===== config.mk =====
export PLATFORM = sky130hd
export DESIGN_NAME = move_dispatch_queue_flat
export DESIGN_NICKNAME = d
export VERILOG_FILES = /design/src/rtl/move_dispatch_queue_pkg.sv /design/src/rtl/move_dispatch_queue_if.sv /design/src/rtl/move_dispatch_queue_fifo.sv /design/src/rtl/move_dispatch_queue.sv /design/src/flat_wrapper.sv
export SDC_FILE = /design/constraint.sdc
export NUM_CORES = 1
export LEC_CHECK = 0
export CORE_ASPECT_RATIO = 0.5
export CORE_UTILIZATION = 35
export CTS_BUF_LIST = sky130_fd_sc_hd__clkbuf_8
export DETAILED_ROUTE_END_ITERATION = 8
export PLACE_DENSITY_LB_ADDON = 0.08
export SYNTH_ARGS = -nofsm -noshare
export SYNTH_HDL_FRONTEND = slang
export SYNTH_SLANG_ARGS = --single-unit

===== constraint.sdc =====
create_clock -name clock_25mhz -period 11.07 [get_ports clock_25mhz]
set_input_delay 2.214 -clock clock_25mhz [delete_from_list [all_inputs] [get_ports clock_25mhz]]
set_output_delay 2.214 -clock clock_25mhz [all_outputs]
set_load 0.03 [all_outputs]

===== src/rtl/move_dispatch_queue_pkg.sv =====
// move_dispatch_queue_pkg: move codes, slot geometry and FSM state types shared across the cube-solver datapath
package move_dispatch_queue_pkg;
  localparam int SLOT_W = 4;
  localparam int INV_BIT = 0;
  localparam int FACE_LSB = 1;
  localparam int FACE_MSB = 3;
  typedef enum logic [SLOT_W-1:0] {
    PAD = 4'd0,
    R = 4'd2, RI = 4'd3, U = 4'd4, UI = 4'd5, F = 4'd6, FI = 4'd7,
    L = 4'd8, LI = 4'd9, B = 4'd10, BI = 4'd11, D = 4'd12, DI = 4'd13
  } move_e;
  typedef enum logic {L_IDLE, L_UNPACK} load_state_e;
  typedef enum logic [2:0] {D_WAIT, D_ISSUE, D_BUSY, D_SETTLE, D_DONE} disp_state_e;
  function automatic logic is_legal(input logic [SLOT_W-1:0] c);
    return c >= 4'd2 && c <= 4'd13;
  endfunction
  function automatic logic is_bad(input logic [SLOT_W-1:0] c);
    return c == 4'd1 || c >= 4'd14;
  endfunction
endpackage


===== src/rtl/move_dispatch_queue_if.sv =====
// move_dispatch_queue_if: load bus, stepper handshake and display status between solver, queue and stepper
interface move_dispatch_queue_if import move_dispatch_queue_pkg::*; #(parameter int SLOTS = 50);
  logic                     load_valid;
  logic [SLOT_W*SLOTS-1:0]  load_moves;
  logic                     load_ready;
  logic                     seq_complete;
  logic [SLOT_W-1:0]        next_move;
  logic                     move_start;
  logic                     move_done;
  logic [7:0]               num_moves;
  logic [7:0]               curr_step;
  logic                     seq_done;
  logic                     overflow;
  logic                     bad_code;
  modport master (
    output load_valid, load_moves, seq_complete, move_done,
    input  load_ready, next_move, move_start, num_moves, curr_step, seq_done, overflow, bad_code
  );
  modport slave (
    input  load_valid, load_moves, seq_complete, move_done,
    output load_ready, next_move, move_start, num_moves, curr_step, seq_done, overflow, bad_code
  );
endinterface


===== src/rtl/move_dispatch_queue_fifo.sv =====
// move_fifo: DEPTH x 4 synchronous FIFO with head pop and tail peek/pop for move cancellation
module move_fifo import move_dispatch_queue_pkg::*; #(
  parameter int DEPTH = 128,
  localparam int AW = $clog2(DEPTH),
  localparam int CW = $clog2(DEPTH) + 1
) (
  input  logic              clock_25mhz,
  input  logic              reset,
  input  logic              push,
  input  logic [SLOT_W-1:0] push_data,
  input  logic              pop,
  input  logic              pop_tail,
  output logic [SLOT_W-1:0] head,
  output logic [SLOT_W-1:0] tail,
  output logic              full,
  output logic              empty,
  output logic [CW-1:0]     count
);
  logic [SLOT_W-1:0] mem [DEPTH];
  logic [AW-1:0] wr_ptr_q, wr_ptr_d, rd_ptr_q, rd_ptr_d;
  logic [CW-1:0] count_q, count_d;
  logic do_push, do_pop, do_pop_tail;
  // pointer and occupancy update; a head pop and tail pop never both take the last entry
  always_comb begin
    do_push = push && !full;
    do_pop = pop && !empty;
    do_pop_tail = pop_tail && !empty && !(do_pop && count_q == CW'(1));
    wr_ptr_d = wr_ptr_q + AW'(do_push) - AW'(do_pop_tail);
    rd_ptr_d = rd_ptr_q + AW'(do_pop);
    count_d = count_q + CW'(do_push) - CW'(do_pop) - CW'(do_pop_tail);
  end
  // state registers
  always_ff @(posedge clock_25mhz) begin
    if (reset) begin
      wr_ptr_q <= '0;
      rd_ptr_q <= '0;
      count_q <= '0;
    end else begin
      wr_ptr_q <= wr_ptr_d;
      rd_ptr_q <= rd_ptr_d;
      count_q <= count_d;
    end
  end
  // storage write
  always_ff @(posedge clock_25mhz) begin
    if (do_push) mem[wr_ptr_q] <= push_data;
  end
  assign head = mem[rd_ptr_q];
  assign tail = mem[wr_ptr_q - AW'(1)];
  assign full = count_q == CW'(DEPTH);
  assign empty = count_q == '0;
  assign count = count_q;
endmodule


===== src/rtl/move_dispatch_queue.sv =====
// move_dispatch_queue: unpacks solver move batches into a FIFO and dispatches them to the stepper; MOVE_CANCEL_EN merges inverse pairs at the tail
module move_dispatch_queue import move_dispatch_queue_pkg::*; #(
  parameter int DEPTH = 128,
  parameter int SETTLE_CYCLES = 250000,
  parameter int SLOTS = 50
) (
  input logic clock_25mhz,
  input logic reset,
  move_dispatch_queue_if.slave bus
);
  localparam int CW = $clog2(DEPTH) + 1;
  localparam int SLW = $clog2(SLOTS);
  localparam int STW = $clog2(SETTLE_CYCLES + 1);
`ifdef MOVE_CANCEL_EN
  localparam bit CANCEL_EN = 1'b1;
`else
  localparam bit CANCEL_EN = 1'b0;
`endif
  load_state_e l_state_q, l_state_d;
  disp_state_e d_state_q, d_state_d;
  logic [SLOT_W*SLOTS-1:0] word_q, word_d;
  logic [SLW-1:0] slot_q, slot_d;
  logic [STW-1:0] settle_q, settle_d;
  logic [SLOT_W-1:0] next_move_q, next_move_d;
  logic [7:0] curr_step_q, curr_step_d;
  logic done_prev_q, overflow_q, overflow_d, bad_code_q, bad_code_d;
  logic [SLOT_W-1:0] code, head, tail;
  logic [CW-1:0] count;
  logic [8:0] total;
  logic full, empty, push, pop, pop_tail, legal, cancel, load_ready;
  move_fifo #(.DEPTH(DEPTH)) u_fifo (
    .clock_25mhz, .reset, .push, .push_data(code), .pop, .pop_tail,
    .head, .tail, .full, .empty, .count
  );
  // load FSM: capture a word, then shift out the MSB slot each cycle so slot SLOTS-1 queues first
  always_comb begin
    l_state_d = l_state_q;
    word_d = word_q;
    slot_d = slot_q;
    load_ready = l_state_q == L_IDLE && !bus.seq_complete && !reset;
    if (l_state_q == L_IDLE) begin
      if (bus.load_valid && load_ready) begin
        l_state_d = L_UNPACK;
        word_d = bus.load_moves;
        slot_d = SLW'(SLOTS - 1);
      end
    end else begin
      word_d = word_q << SLOT_W;
      slot_d = slot_q - SLW'(1);
      if (slot_q == '0) l_state_d = L_IDLE;
    end
  end
  // slot decode: padding vanishes, illegal codes flag, legal codes push or cancel the inverse tail
  always_comb begin
    code = word_q[SLOT_W*SLOTS-1 -: SLOT_W];
    legal = l_state_q == L_UNPACK && is_legal(code);
    cancel = CANCEL_EN && legal && !empty && tail == (code ^ SLOT_W'(1));
    push = legal && !cancel && !full;
    pop_tail = cancel;
    overflow_d = overflow_q || (legal && !cancel && full);
    bad_code_d = bad_code_q || (l_state_q == L_UNPACK && is_bad(code));
  end
  // dispatch FSM: issue, wait for a fresh move_done rise, settle, repeat until the queue drains
  always_comb begin
    d_state_d = d_state_q;
    next_move_d = next_move_q;
    curr_step_d = curr_step_q;
    settle_d = settle_q;
    pop = 1'b0;
    case (d_state_q)
      D_WAIT: if (bus.seq_complete && l_state_q == L_IDLE) begin
        d_state_d = empty ? D_DONE : D_ISSUE;
        next_move_d = empty ? next_move_q : head;
      end
      D_ISSUE: d_state_d = D_BUSY;
      D_BUSY: if (bus.move_done && !done_prev_q) begin
        pop = 1'b1;
        curr_step_d = curr_step_q + 8'(curr_step_q != 8'hFF);
        settle_d = '0;
        d_state_d = D_SETTLE;
      end
      D_SETTLE: begin
        settle_d = settle_q + STW'(1);
        if (settle_q == STW'(SETTLE_CYCLES - 1)) begin
          d_state_d = empty ? D_DONE : D_ISSUE;
          next_move_d = empty ? next_move_q : head;
        end
      end
      default: ;
    endcase
  end
  // state registers
  always_ff @(posedge clock_25mhz) begin
    if (reset) begin
      l_state_q <= L_IDLE;
      d_state_q <= D_WAIT;
      word_q <= '0;
      slot_q <= '0;
      settle_q <= '0;
      next_move_q <= '0;
      curr_step_q <= '0;
      done_prev_q <= 1'b0;
      overflow_q <= 1'b0;
      bad_code_q <= 1'b0;
    end else begin
      l_state_q <= l_state_d;
      d_state_q <= d_state_d;
      word_q <= word_d;
      slot_q <= slot_d;
      settle_q <= settle_d;
      next_move_q <= next_move_d;
      curr_step_q <= curr_step_d;
      done_prev_q <= bus.move_done;
      overflow_q <= overflow_d;
      bad_code_q <= bad_code_d;
    end
  end
  // outputs; num_moves counts executed plus queued so it stays put while dispatching
  always_comb begin
    total = 9'(count) + 9'(curr_step_q);
    bus.num_moves = total[8] ? 8'hFF : total[7:0];
    bus.load_ready = load_ready;
    bus.next_move = next_move_q;
    bus.move_start = d_state_q == D_ISSUE;
    bus.curr_step = curr_step_q;
    bus.seq_done = d_state_q == D_DONE;
    bus.overflow = overflow_q;
    bus.bad_code = bad_code_q;
  end
endmodule


===== src/flat_wrapper.sv =====
// flat-port wrapper written by rule: the top's interface ports become plain ports
module move_dispatch_queue_flat import move_dispatch_queue_pkg::*;
#(
  parameter int DEPTH = 128,
  parameter int SETTLE_CYCLES = 250000,
  parameter int SLOTS = 50
)
  (clock_25mhz, reset, bus_load_valid, bus_load_moves, bus_seq_complete, bus_move_done, bus_load_ready, bus_next_move, bus_move_start, bus_num_moves, bus_curr_step, bus_seq_done, bus_overflow, bus_bad_code);
  move_dispatch_queue_if #(.SLOTS(SLOTS)) bus_i ();
  input logic clock_25mhz;
  input logic reset;
  input wire logic [$bits(bus_i.load_valid)-1:0] bus_load_valid;
  input wire logic [$bits(bus_i.load_moves)-1:0] bus_load_moves;
  input wire logic [$bits(bus_i.seq_complete)-1:0] bus_seq_complete;
  input wire logic [$bits(bus_i.move_done)-1:0] bus_move_done;
  output wire logic [$bits(bus_i.load_ready)-1:0] bus_load_ready;
  output wire logic [$bits(bus_i.next_move)-1:0] bus_next_move;
  output wire logic [$bits(bus_i.move_start)-1:0] bus_move_start;
  output wire logic [$bits(bus_i.num_moves)-1:0] bus_num_moves;
  output wire logic [$bits(bus_i.curr_step)-1:0] bus_curr_step;
  output wire logic [$bits(bus_i.seq_done)-1:0] bus_seq_done;
  output wire logic [$bits(bus_i.overflow)-1:0] bus_overflow;
  output wire logic [$bits(bus_i.bad_code)-1:0] bus_bad_code;
  assign bus_i.load_valid = bus_load_valid;
  assign bus_i.load_moves = bus_load_moves;
  assign bus_i.seq_complete = bus_seq_complete;
  assign bus_i.move_done = bus_move_done;
  assign bus_load_ready = bus_i.load_ready;
  assign bus_next_move = bus_i.next_move;
  assign bus_move_start = bus_i.move_start;
  assign bus_num_moves = bus_i.num_moves;
  assign bus_curr_step = bus_i.curr_step;
  assign bus_seq_done = bus_i.seq_done;
  assign bus_overflow = bus_i.overflow;
  assign bus_bad_code = bus_i.bad_code;
  move_dispatch_queue #(.DEPTH(DEPTH), .SETTLE_CYCLES(SETTLE_CYCLES), .SLOTS(SLOTS)) u_core (.clock_25mhz(clock_25mhz), .reset(reset), .bus(bus_i));
endmodule

Word level (Yosys, flattened, before mapping) --
Memories as Yosys holds them, arrays and structs flattened. A register that Yosys moved wholly into a read port is not among the register bits. Index checks and enable logic that the tools add are counted.
Storage, ports and cells: register bits after elaboration 265, RAM bits 512, input bits 205, logic and storage cells 94, memories kept 1
Cells by class: $add $sub $neg 8, $lt $le $gt $ge 3, eq/ne operators 11, multiplexer cells 24, bitwise logic cells 1, reductions and logical operators 32
Memories:
- u_core.u_fifo.mem | words 128, width 4, read ports 1, clocked after memory_dff 1, write ports 1, RTL line move_dispatch_queue_fifo.sv:19 | logic [SLOT_W-1:0] mem [DEPTH];
Operators by type and width (count):
- 2-to-1 mux 200 bit | 2
- one-hot mux 18 bit (2 select lines) | 1
- adder 18 x 1 -> 18 bit (second input constant) | 1
- == test 18 bit (second input constant) | 1
- 2-to-1 mux 18 bit | 1
- adder 8 x 1 -> 8 bit | 2
- adder 7 x 1 -> 7 bit | 2
- logical AND 1 bit | 12
- 2-to-1 mux 3 bit | 4
- 2-to-1 mux 4 bit | 3
- 2-to-1 mux 6 bit | 2
- one-hot mux 3 bit (4 select lines) | 1
- adder 8 x 8 -> 9 bit | 1
- == test 8 bit (second input constant) | 1
- zero test 8 bit | 1
- 2-to-1 mux 8 bit | 1
- inequality test 8 bit (second input constant) | 1
- one-hot mux 4 bit (2 select lines) | 1
- subtractor 8 x 1 -> 8 bit | 1
- 2-to-1 mux 1 bit | 7
- 2-to-1 mux 7 bit | 1
- == test 3 x 2 -> 1 bit (second input constant) | 2
- zero test 6 bit | 1
- inequality test 2 x 1 -> 1 bit (second input constant) | 3
- other kinds (17) | 26

Logic depth before layout (Yosys ltp) --
word-level depth 7, mapped depth 17

Hierarchy --
Synthesis repeated with hierarchy kept, for this count alone.
Unflattened totals: cells, all modules 2629, area, all modules 36158.4 sq um
By module, submodules not included:
- move_fifo | instances 1, cells each 1415, area each 25853.5 sq um, sequential area each 15815.2 sq um
- move_dispatch_queue | instances 1, cells each 1214, area each 10304.9 sq um, sequential area each 4864.7 sq um

Least setup slack after synthesis --
Ideal clock, no wire load.
path type in2out, from input reset, to output bus_load_ready, arrival time 3.042 ns, path slack 5.814 ns, cell stages on the path 3, buffers on the path 1, cells stage by stage buf_6 or2_1 nor2_1
On the way: word-level cells in the longest chain between the ends 2
RTL lines:
- from (decl) | RTL line flat_wrapper.sv:11 | input logic reset;
- zero test 1 bit | RTL line move_dispatch_queue.sv:40 | load_ready = l_state_q == L_IDLE && !bus.seq_complete && !reset;
- logical AND 1 bit | RTL line move_dispatch_queue.sv:40
- to (decl) | RTL line flat_wrapper.sv:16 | output wire logic [$bits(bus_i.load_ready)-1:0] bus_load_ready;
Every way passes these cells.

Final worst setup path --
from register u_core.curr_step_q[0] (netlist: u_core.bus.curr_step[0]), to output bus_num_moves[6]
On the way: word-level cells in the longest chain between the ends 2
RTL lines:
- from (decl) | RTL line move_dispatch_queue.sv:25 | logic [7:0] curr_step_q, curr_step_d;
- from (signal assigned) | RTL line move_dispatch_queue.sv:112 | curr_step_q <= curr_step_d;
- adder 8 x 8 -> 9 bit | RTL line move_dispatch_queue.sv:120 | total = 9'(count) + 9'(curr_step_q);
- 2-to-1 mux 8 bit | RTL line move_dispatch_queue.sv:121 | bus.num_moves = total[8] ? 8'hFF : total[7:0];
- to (decl) | RTL line flat_wrapper.sv:19 | output wire logic [$bits(bus_i.num_moves)-1:0] bus_num_moves;
Every way passes these cells.

==> qor.txt <==
number of global-route vias before repair: 20160
PwrDens: 165.0 nW/µm²
Pwr Total: 6.100 mW
# DRC: 0
antenna violations before repair: 3
Least-Margin Pin Slew: 1.079 ns
Core Area: 88730 µm²
via density per instance: 5.192
Root Buffer: clkbuf_8
die area: 91310 µm²
Arr. time, crit path: 3.88 ns
post-route ant nets: 0
Pint: 4.555 mW
Synth Register Bits: 777
Fillers: 8306
num ports: 230
Final Setup Violations: 0
DRT iter0 DRCs: 1625
Hold Crit Class: reg -> reg
Synthesis Warnings: 0
Vias: 20070
Setup Skew: 0.04744 ns
Seq/Total Area, Yosys: 65.63%
main combinational cell family by area after synthesis: compound AO/OA/AOI/OAI gates
Post-Route Setup TNS: 0 ns
max_slew headroom: 28.05%
largest net degree at the start of global routing: 102
dpl cells: 3648
sequential power share: 52.2%
delay of the slowest critical-path stage: 0.70 ns
Avg Inst Size Synth: 13.32 µm²
min Tclk post-route: 6.092 ns
ys flop type: edfxtp_1
GRT overflow: 0
Final #Nets: 2815
Tcrit/Tclk final: 55.03%
syn_nets: 2600
most common cell after layout, fill and taps aside: edfxtp_1
P_leak: 11.55 nW
hold path cells: 2
Synth Area in Compound Gates: 11.24%
multiplexer area fraction after synthesis: 9.875%
Die Wd: 426.3 µm
clk_lat worst skew: 0.80 ns
critical path buffer and inverter count: 2
CTS sink cnt: 777
Reg2Reg Setup Slack: 7.19 ns
hold_buf cts: 0
max-slew violations: 0
synthesized cell area: 31510 µm²
post_cts resized: 0
Clock power frac: 37.5%
clk buf depth: 3
number of gates on the worst path with buffers counted: 11
wire length per cell: 22.05 µm
VDD IR max: 0.09083 mV
Final Hold Vio Count: 0
crit path kind: reg -> out
Synth Area in Simple Gates: 8.342%
CP delay by family, top: compound AO/OA/AOI/OAI gates
worst-path fanout max: 8
Synth Area in XOR/XNOR: 0.6671%
startpoint types: flip-flop
GRT Total Usage: 18.45%
EDFF count, synth: 512
commonest cells after routing, fill and taps aside: 512 x edfxtp_1, 283 x nand2_1, 257 x dfxtp_1
H-tree depth: 3
FF-to-FF path depth: 7
area grow syn2layout: 17.36%
gp weighted congestion: 0.7989
Row Count: 77
status: finished clean
Reg clk slew, reported paths: 0.07 ns
net load switching power: 1.545 mW
CTS tree: done
Net Sw Frac: 25.33%
DR pass1 iterations: 5
CP Cell Sequence: ha_1, inv_1, fa_1, nor2b_1, o21ai_0, a21boi_0, o21ai_0, a21boi_0, o21ai_1, o211ai_1, clkdlybuf4s50_1
# port buffers: 229
Initial Util: 35.51%
Synth cell types: 64
Max Fclk: 164.2 MHz
Yosys top cell area share: 48.79%
CTS Buf Count: 115
RSZ-0062 raised after global routing: false
Crit. End Element: primary output
area leader, netlist: edfxtp_1
first-pass GRT wire length: 128.2 mm
Post-Syn Instances: 2365
Post-synth ARST share: 0%
non-filler cells, final: 3866
WL final: 85.23 mm
Final Hold Slack: 0.4544 ns
post-DP HPWL: 52.65 mm
main area contributors after synthesis: edfxtp_1 49%, dfxtp_1 17%, mux4_2 6.6%
highest-delay cell along the critical path: clkdlybuf4s50_1
Die Ht: 214.2 µm
CP Data Required Time: 8.86 ns
Post CTS Setup Buffer Count: 0
adder-cell share of the synthesized area: 1.239%
max-cap violations: 0
Logic pwr share: 10.4%
share of cells above drive strength 1: 11.35%
[cells in the mapped netlist, drive strengths merged (3+ instances only)]
master,count
a2111oi,5
a211o,4
a211oi,9
a21boi,4
a21oi,243
a221oi,5
a22oi,220
a311oi,3
a31oi,4
a32o,3
and2,6
and3,8
buf,55
clkbuf,109
dfxtp,265
edfxtp,512
ha,28
inv,27
mux2,15
mux2i,45
mux4,108
nand2,283
nand2b,3
nand3,47
nand3b,3
nand4,14
nor2,193
nor2b,23
nor3,13
nor4,3
o211ai,9
o21ai,23
o21bai,3
o22ai,8
or2,7
or3,9
xnor2,9
xor2,15
[state kept, by name, summed over array words and instances (netlist names), 3 cells and up]
| signal | count |
|---|---|
| u_core.u_fifo.mem | 512 |
| u_core.word_q | 200 |
| u_core.settle_q | 18 |
| u_core.bus.curr_step | 8 |
| u_core.u_fifo.count | 8 |
| u_core.u_fifo.rd_ptr_q | 7 |
| u_core.u_fifo.wr_ptr_q | 7 |
| u_core.slot_q | 6 |
| u_core.bus.next_move | 4 |
| u_core.d_state_q | 3 |
[final timing paths]
check	startpoint	end
max	u_core.bus.curr_step[0]$_SDFFE_PP0P_	bus_num_moves[6]
min	u_core.word_q[74]$_SDFFE_PP0P_	u_core.word_q[74]$_SDFFE_PP0P_
max reg2reg	u_core.l_state_q$_SDFF_PP0_	u_core.word_q[184]$_SDFFE_PP0P_
min reg2reg	u_core.word_q[74]$_SDFFE_PP0P_	u_core.word_q[74]$_SDFFE_PP0P_
[worst reg2reg max path: cells and delay by family (launching register included)]
family | cells | cell delay [ns]
flip-flops | 1 | 0.56
AND/OR/NAND/NOR | 3 | 1.22
AO/OA/AOI/OAI | 2 | 0.34
buffers and inverters | 2 | 1.70
[layout make-up]
type | instances | area (µm²) | share of cell area (%)
flip-flops and latches | 777 | 20710 | 56.00
multi-input cells | 1397 | 9896 | 26.76
repair buffers | 262 | 2556 | 6.912
clock buffers | 132 | 1817 | 4.913
well taps | 1185 | 1483 | 4.009
clock inverters | 83 | 412.9 | 1.117
inverters | 27 | 101.3 | 0.2741
diodes | 3 | 7.507 | 0.02030
[routing by layer]
metal	wire length, µm	global-route usage (%)	vias up
li1	-	-	9441
met1	39710	25.66	10130
met2	40270	29.48	399
met3	3950	3.844	102
met4	1296	4.409	0
met5	0	0	-
[power groups by stage]
stage | combinational [mW] | sequential (mW) | clock, mW
3_3_place_gp | 0.642 | 3.25 | 0
5_1_grt | 0.699 | 3.19 | 2.49
4_1_cts | 0.645 | 3.18 | 2.37
6_report | 0.633 | 3.18 | 2.29
2_1_floorplan | 0.436 | 3.23 | 0
3_5_place_dp | 0.643 | 3.25 | 0
[cell families (layout without fill, tap and decap cells)]
kind of cell | after synthesis | in the layout
AOI/OAI and AO/OA | 556 | 556
DFF | 777 | 777
xor gates and xnor gates | 24 | 24
muxes | 168 | 168
adders and majority gates | 30 | 30
buffers and inverters | 191 | 504
other | 0 | 3
and+or+nand+nor | 619 | 619
[metrics by stage]
step / worst slack [ns] / cell area, µm² / utilization, %
6_report: 4.978 / 36980 / 41.68
5_1_grt: 4.624 / 36980 / 41.68
4_1_cts: 4.870 / 36970 / 41.67
3_5_place_dp: 5.088 / 34740 / 39.16
3_3_place_gp: 5.089 / 34740 / 39.16
2_1_floorplan: 5.814 / 31510 / -
No activity file was read; power rests on OpenSTA's default activity.
==> RTL edit 1: new RTL, same flow settings <==
`DEPTH` is set to 128 in 3 places; all go to 256.
--- a/src/rtl/move_dispatch_queue_fifo.sv
+++ b/src/rtl/move_dispatch_queue_fifo.sv
@@ -1,6 +1,6 @@
 // move_fifo: DEPTH x 4 synchronous FIFO with head pop and tail peek/pop for move cancellation
 module move_fifo import move_dispatch_queue_pkg::*; #(
-  parameter int DEPTH = 128,
+  parameter int DEPTH = 256,
   localparam int AW = $clog2(DEPTH),
   localparam int CW = $clog2(DEPTH) + 1
 ) (
--- a/src/rtl/move_dispatch_queue.sv
+++ b/src/rtl/move_dispatch_queue.sv
@@ -1,6 +1,6 @@
 // move_dispatch_queue: unpacks solver move batches into a FIFO and dispatches them to the stepper; MOVE_CANCEL_EN merges inverse pairs at the tail
 module move_dispatch_queue import move_dispatch_queue_pkg::*; #(
-  parameter int DEPTH = 128,
+  parameter int DEPTH = 256,
   parameter int SETTLE_CYCLES = 250000,
   parameter int SLOTS = 50
 ) (
--- a/src/flat_wrapper.sv
+++ b/src/flat_wrapper.sv
@@ -1,7 +1,7 @@
 // flat-port wrapper written by rule: the top's interface ports become plain ports
 module move_dispatch_queue_flat import move_dispatch_queue_pkg::*;
 #(
-  parameter int DEPTH = 128,
+  parameter int DEPTH = 256,
   parameter int SETTLE_CYCLES = 250000,
   parameter int SLOTS = 50
 )
Function: no difference found for any inputs over 4 cycles, from zero or initial values and one cycle with reset high; that may be too few to reach the edited logic, so the function may still have changed.
==> RTL edit 1 against the original RTL <==
  * The flow now finishes with violations (capacitance limit, slew limit)
  * Sequential share of layout area increased by 4.9 points
  * Critical path depth shrank 1
  * Wire length is 79% higher
  * Sequential cell count rose by 515
  * Worst setup slack worse by 61 ps
  * Area after synthesis rose by 63%
  * Highest routed layer is now met5
  * Synthesized cell count rose by 44%
  * Design area increased by 60%
  * Power up 63%
==> RTL edit 1: results (changes against the original RTL) <==
[synthesis]
mappedNetlistNets=3633  ; was 2600
synth_compound_area_frac=0.0805  ; was 0.112
yosys-top-cells-count=edfxtp_1 (1024), nor2_1 (329), nand2_1 (320)  ; was edfxtp_1 (512), nand2_1 (283), dfxtp_1 (265)
muxShareOfSynthArea=0.119  ; was 0.0987
avgSynthCellArea_um2=15.1  ; was 13.3 µm²
synth.distinct_cells=62  ; was 64
ys_warn_count=0  ; unchanged
synth-async-reset-ratio=0  ; unchanged
synthAdderAreaFrac=0.00759  ; was 0.0124
synth_xor_area_frac=0.00460  ; was 0.00667
ys.flop_type=edfxtp_1  ; unchanged
ys_seq_area_frac=0.702  ; was 0.656
synth_area_leaders=edfxtp_1 (60%), dfxtp_1 (10%), mux4_2 (9.4%)  ; was edfxtp_1 (49%), dfxtp_1 (17%), mux4_2 (6.6%)
synth_edf_count=1024  ; was 512

[setup_path]
crit_path_max_fanout=8  ; unchanged
crit_arrival_ps=3940  ; was 3880 ps

[clocking]
cts_max_path_buffers=3  ; unchanged
clkSlewWorstSetupHoldPaths_ps=60
cts_root_buffer=clkbuf_8  ; unchanged
insertion_delay_ps=890  ; was 800 ps
h-tree-depth=4  ; was 3
cts_setup_buffers=0  ; unchanged
cts_resized=0  ; unchanged
cts_made_buffers=190  ; was 115

[grt]
grtUsageTotal=0.203  ; was 0.185
antenna_found_initial=22  ; was 3
grt_pass1_wl_um=218000  ; was 128000 µm
grt_max_degree=237  ; was 102
grt_pass1_vias=30800  ; was 20200

[placement]
pre_cts_slack_ps=4890  ; was 5090 ps
placed_cells=5419  ; was 3648
io_buffers=229  ; unchanged
place.gp.congestion=0.779  ; was 0.799
hpwl_um=90900  ; was 52700 µm
place_area_um2=55800  ; was 34700 µm²

[layout]
nNetsFinal=3877  ; was 2815
top_regs=u_core.u_fifo.mem: 1024 flops, u_core.word_q: 200 flops, u_core.settle_q: 18 flops  ; was u_core.u_fifo.mem: 512 flops, u_core.word_q: 200 flops, u_core.settle_q: 18 flops
instances_no_fill=5772  ; was 3866
nFillCells=13500  ; was 8306
multi_input_area_um2=14300  ; was 9900 µm²
drive_gt1_frac=0.143  ; was 0.114

[timing]
fin_skew_ps=37.1  ; was 47.4 ps
maxSlewViolCount=12  ; was 0
worstMarginPinSlew_ps=1530  ; was 1080 ps

[status]
violations=capacitance limit, slew limit
outcome=finished with violations  ; was complete, no violations

[routing]
wl_um=153000  ; was 85200 µm
via_per_inst=5.34  ; was 5.19
dr.pass1.iters=7  ; was 5
dr.first_iter.drc_count=2836  ; was 1625

[flow_run]
maxCapViolCount=2  ; was 0

[power]
power_leakage_nw=18.1  ; was 11.5 nW
ir_drop_mv=0.106  ; was 0.0908 mV

[worst_hold_path]
hold_path_class=reg2reg  ; unchanged

==> RTL edit 1: cell count changes after synthesis, sizes merged, moves of 19 or more <==
cell	unedited run	this run
a21oi	243	266
clkbuf	109	177
edfxtp	512	1024
mux2i	45	124
mux4	108	215
nand2	283	320
nor2	193	329
o221ai	2	21
==> RTL edit 1: path summary, 6_finish.rpt <==
path | startpoint | to | slack [ps] | depth (start not counted)
worst max register to register | u_core.u_fifo.rd_ptr_q[3] | u_core.bus.next_move[1] | 5920 | 9
worst max-delay path | u_core.bus.curr_step[2] | bus_num_moves[2] | 4920 | 10
worst min register to register | u_core.word_q[123] | u_core.word_q[123] | 450 | 2
worst min-delay path | u_core.word_q[123] | u_core.word_q[123] | 450 | 2
==> RTL edit 1: routing by layer <==
layer	track usage	wire length, µm	vias to the layer above
li1	-	-	13700
met1	0.288	69500	15900
met5	0	64	-
met4	0.0555	2930	10
met3	0.0493	11200	208
met2	0.311	68900	1012
==> RTL edit 1: area by class of cell <==
cell class	instances	share of cell area
diodes	7	0.000295
flip-flops and latches	1292	0.609
repair buffers	287	0.0469
well taps	1969	0.0415
inverters	28	0.00177
multi-input cells	1843	0.241
clock buffers	206	0.0478
clock inverters	140	0.0119
==> RTL edit 1: critical path: stages (launching register included) <==
cell and delay, ps:
dfxtp_1 480, ha_1 310, nor2b_1 150, o21ai_0 150, nand2b_1 110, a21o_1 180, a21o_1 190, a31oi_1 220
xor2_1 440, o21ai_0 200, clkdlybuf4s50_1 630
==> RTL edit 1: report_power, final <==
group	switching [mW]	internal [mW]
Sequential	0.0661	5.26
Clock	1.90	1.82
Combinational	0.489	0.422
==> RTL edit 2: new RTL, same flow settings <==
Without the edit above. Encoding of `disp_state_e`: now one-hot (5 bits for 5 states).
--- a/src/rtl/move_dispatch_queue_pkg.sv
+++ b/src/rtl/move_dispatch_queue_pkg.sv
@@ -10,7 +10,7 @@
     L = 4'd8, LI = 4'd9, B = 4'd10, BI = 4'd11, D = 4'd12, DI = 4'd13
   } move_e;
   typedef enum logic {L_IDLE, L_UNPACK} load_state_e;
-  typedef enum logic [2:0] {D_WAIT, D_ISSUE, D_BUSY, D_SETTLE, D_DONE} disp_state_e;
+  typedef enum logic [4:0] {D_WAIT = 5'b00001, D_ISSUE = 5'b00010, D_BUSY = 5'b00100, D_SETTLE = 5'b01000, D_DONE = 5'b10000} disp_state_e;
   function automatic logic is_legal(input logic [SLOT_W-1:0] c);
     return c >= 4'd2 && c <= 4'd13;
   endfunction
Function: no difference found for any inputs over 4 cycles, from zero or initial values and one cycle with reset high; so few cycles prove little.
==> RTL edit 2 against the original RTL <==
  * Power decreased by 6.5%
  * Worst setup slack improved by 110 ps
  * Sequential cell count increased by 2
  * Sequential share of layout area about the same
  * Largest cell class unchanged
  * Register-to-register slack got worse by 430 ps
  * Wire length increased by 1.3%
  * Design area increased by 0.17%
  * Area after synthesis increased by 0.75%
  * Global-route usage increased by 0.094 points
==> RTL edit 2: results (changes against the original RTL) <==
[status]
outcome=complete, no violations  ; unchanged

[power]
power_frac_clock=0.385  ; was 0.375
power_switching_mw=1.37  ; was 1.55 mW
power_leakage_nw=11.6  ; was 11.5 nW
ir_drop_mv=0.0883  ; was 0.0908 mV
total_power_mw=5.70  ; was 6.10 mW
comb_power_mw=0.339  ; was 0.633 mW

[routing]
vias=20300  ; was 20100
wl_um=86400  ; was 85200 µm
dr.first_iter.drc_count=1778  ; was 1625
wl_per_cell_um=22.3  ; was 22.0 µm

[synthesis]
muxShareOfSynthArea=0.101  ; was 0.0987
yosys-top-cells-count=edfxtp_1 (512), nand2_1 (273), dfxtp_1 (267)  ; was edfxtp_1 (512), nand2_1 (283), dfxtp_1 (265)
mappedNetlistNets=2613  ; was 2600
synthCells=2378  ; was 2365
synth_xor_area_frac=0.00800  ; was 0.00667
synth.distinct_cells=71  ; was 64
synth_area_leaders=edfxtp_1 (48%), dfxtp_1 (17%), a22oi_1 (5.2%)  ; was edfxtp_1 (49%), dfxtp_1 (17%), mux4_2 (6.6%)
synthAdderAreaFrac=0.0123  ; was 0.0124
synth_compound_area_frac=0.112  ; about the same
ys_seq_area_frac=0.653  ; was 0.656

[setup_path]
cpLargestDelayFamily=compound AO/OA/AOI/OAI gates  ; unchanged
r2r-start=u_core.u_fifo.rd_ptr_q[0]  ; was u_core.l_state_q
ff2ff_path_depth=8  ; was 7
worstReg2RegEnd=u_core.bus.next_move[3]  ; was u_core.word_q[184]
rrSetupSlack_ps=6760  ; was 7190 ps
crit_arrival_ps=3770  ; was 3880 ps

[timing]
fin_skew_ps=38.1  ; was 47.4 ps
relSlewSlack=0.258  ; was 0.280
period_minus_slack_ps=5980  ; was 6090 ps
holdWs_ps=455  ; was 454 ps

[layout]
drive_gt1_frac=0.103  ; was 0.114
nNetsFinal=2824  ; was 2815
fin_util=0.416  ; was 0.417

[grt]
antenna_found_initial=9  ; was 3
grt_pass1_wl_um=129000  ; was 128000 µm
grt_max_degree=99  ; was 102

[placement]
hpwl_um=52600  ; was 52700 µm
placed_cells=3657  ; was 3648
place.gp.congestion=0.767  ; was 0.799
place_area_um2=34900  ; was 34700 µm²

[clocking]
insertion_delay_ps=780  ; was 800 ps

[worst_hold_path]
min_to=u_core.word_q[145]  ; was u_core.word_q[74]
hp-start=u_core.word_q[145]  ; was u_core.word_q[74]

[RTL edit 2: cell types whose count changed in the layout (fill, tap and decap cells not counted), sizes merged, moves of 8 or more]
cell	before	now
inv	79	68
clkinv	27	39
nand2	283	273
nor3	13	23
mux2	15	5
mux2i	45	73
o22ai	8	0
clkbuf	133	125
[RTL edit 2: cell type report]
type	count	area, µm²
clock inverter	84	384
clock buffer	125	1720
tap	1185	1480
fill	8364	52100
sequential	779	20700
multi-input combinational	1410	10100
antenna	4	10.0
inverter	26	97.6
timing repair buffer	257	2510
[RTL edit 2: logic make-up after synthesis]
logic type               count (synthesis)
adder cells (fa/ha/maj)                 30
multiplexers                           180
flip-flops                             779
buffers and inverters                  189
AO/OA/AOI/OAI                          553
XOR/XNOR                                29
AND/OR/NAND/NOR                        618
[RTL edit 2: metal layers]
metal / part of all wire / global-route usage
met1: 0.47 / 0.258
met5: 0.00080 / 0
met3: 0.056 / 0.0453
met4: 0.023 / 0.0536
met2: 0.46 / 0.287
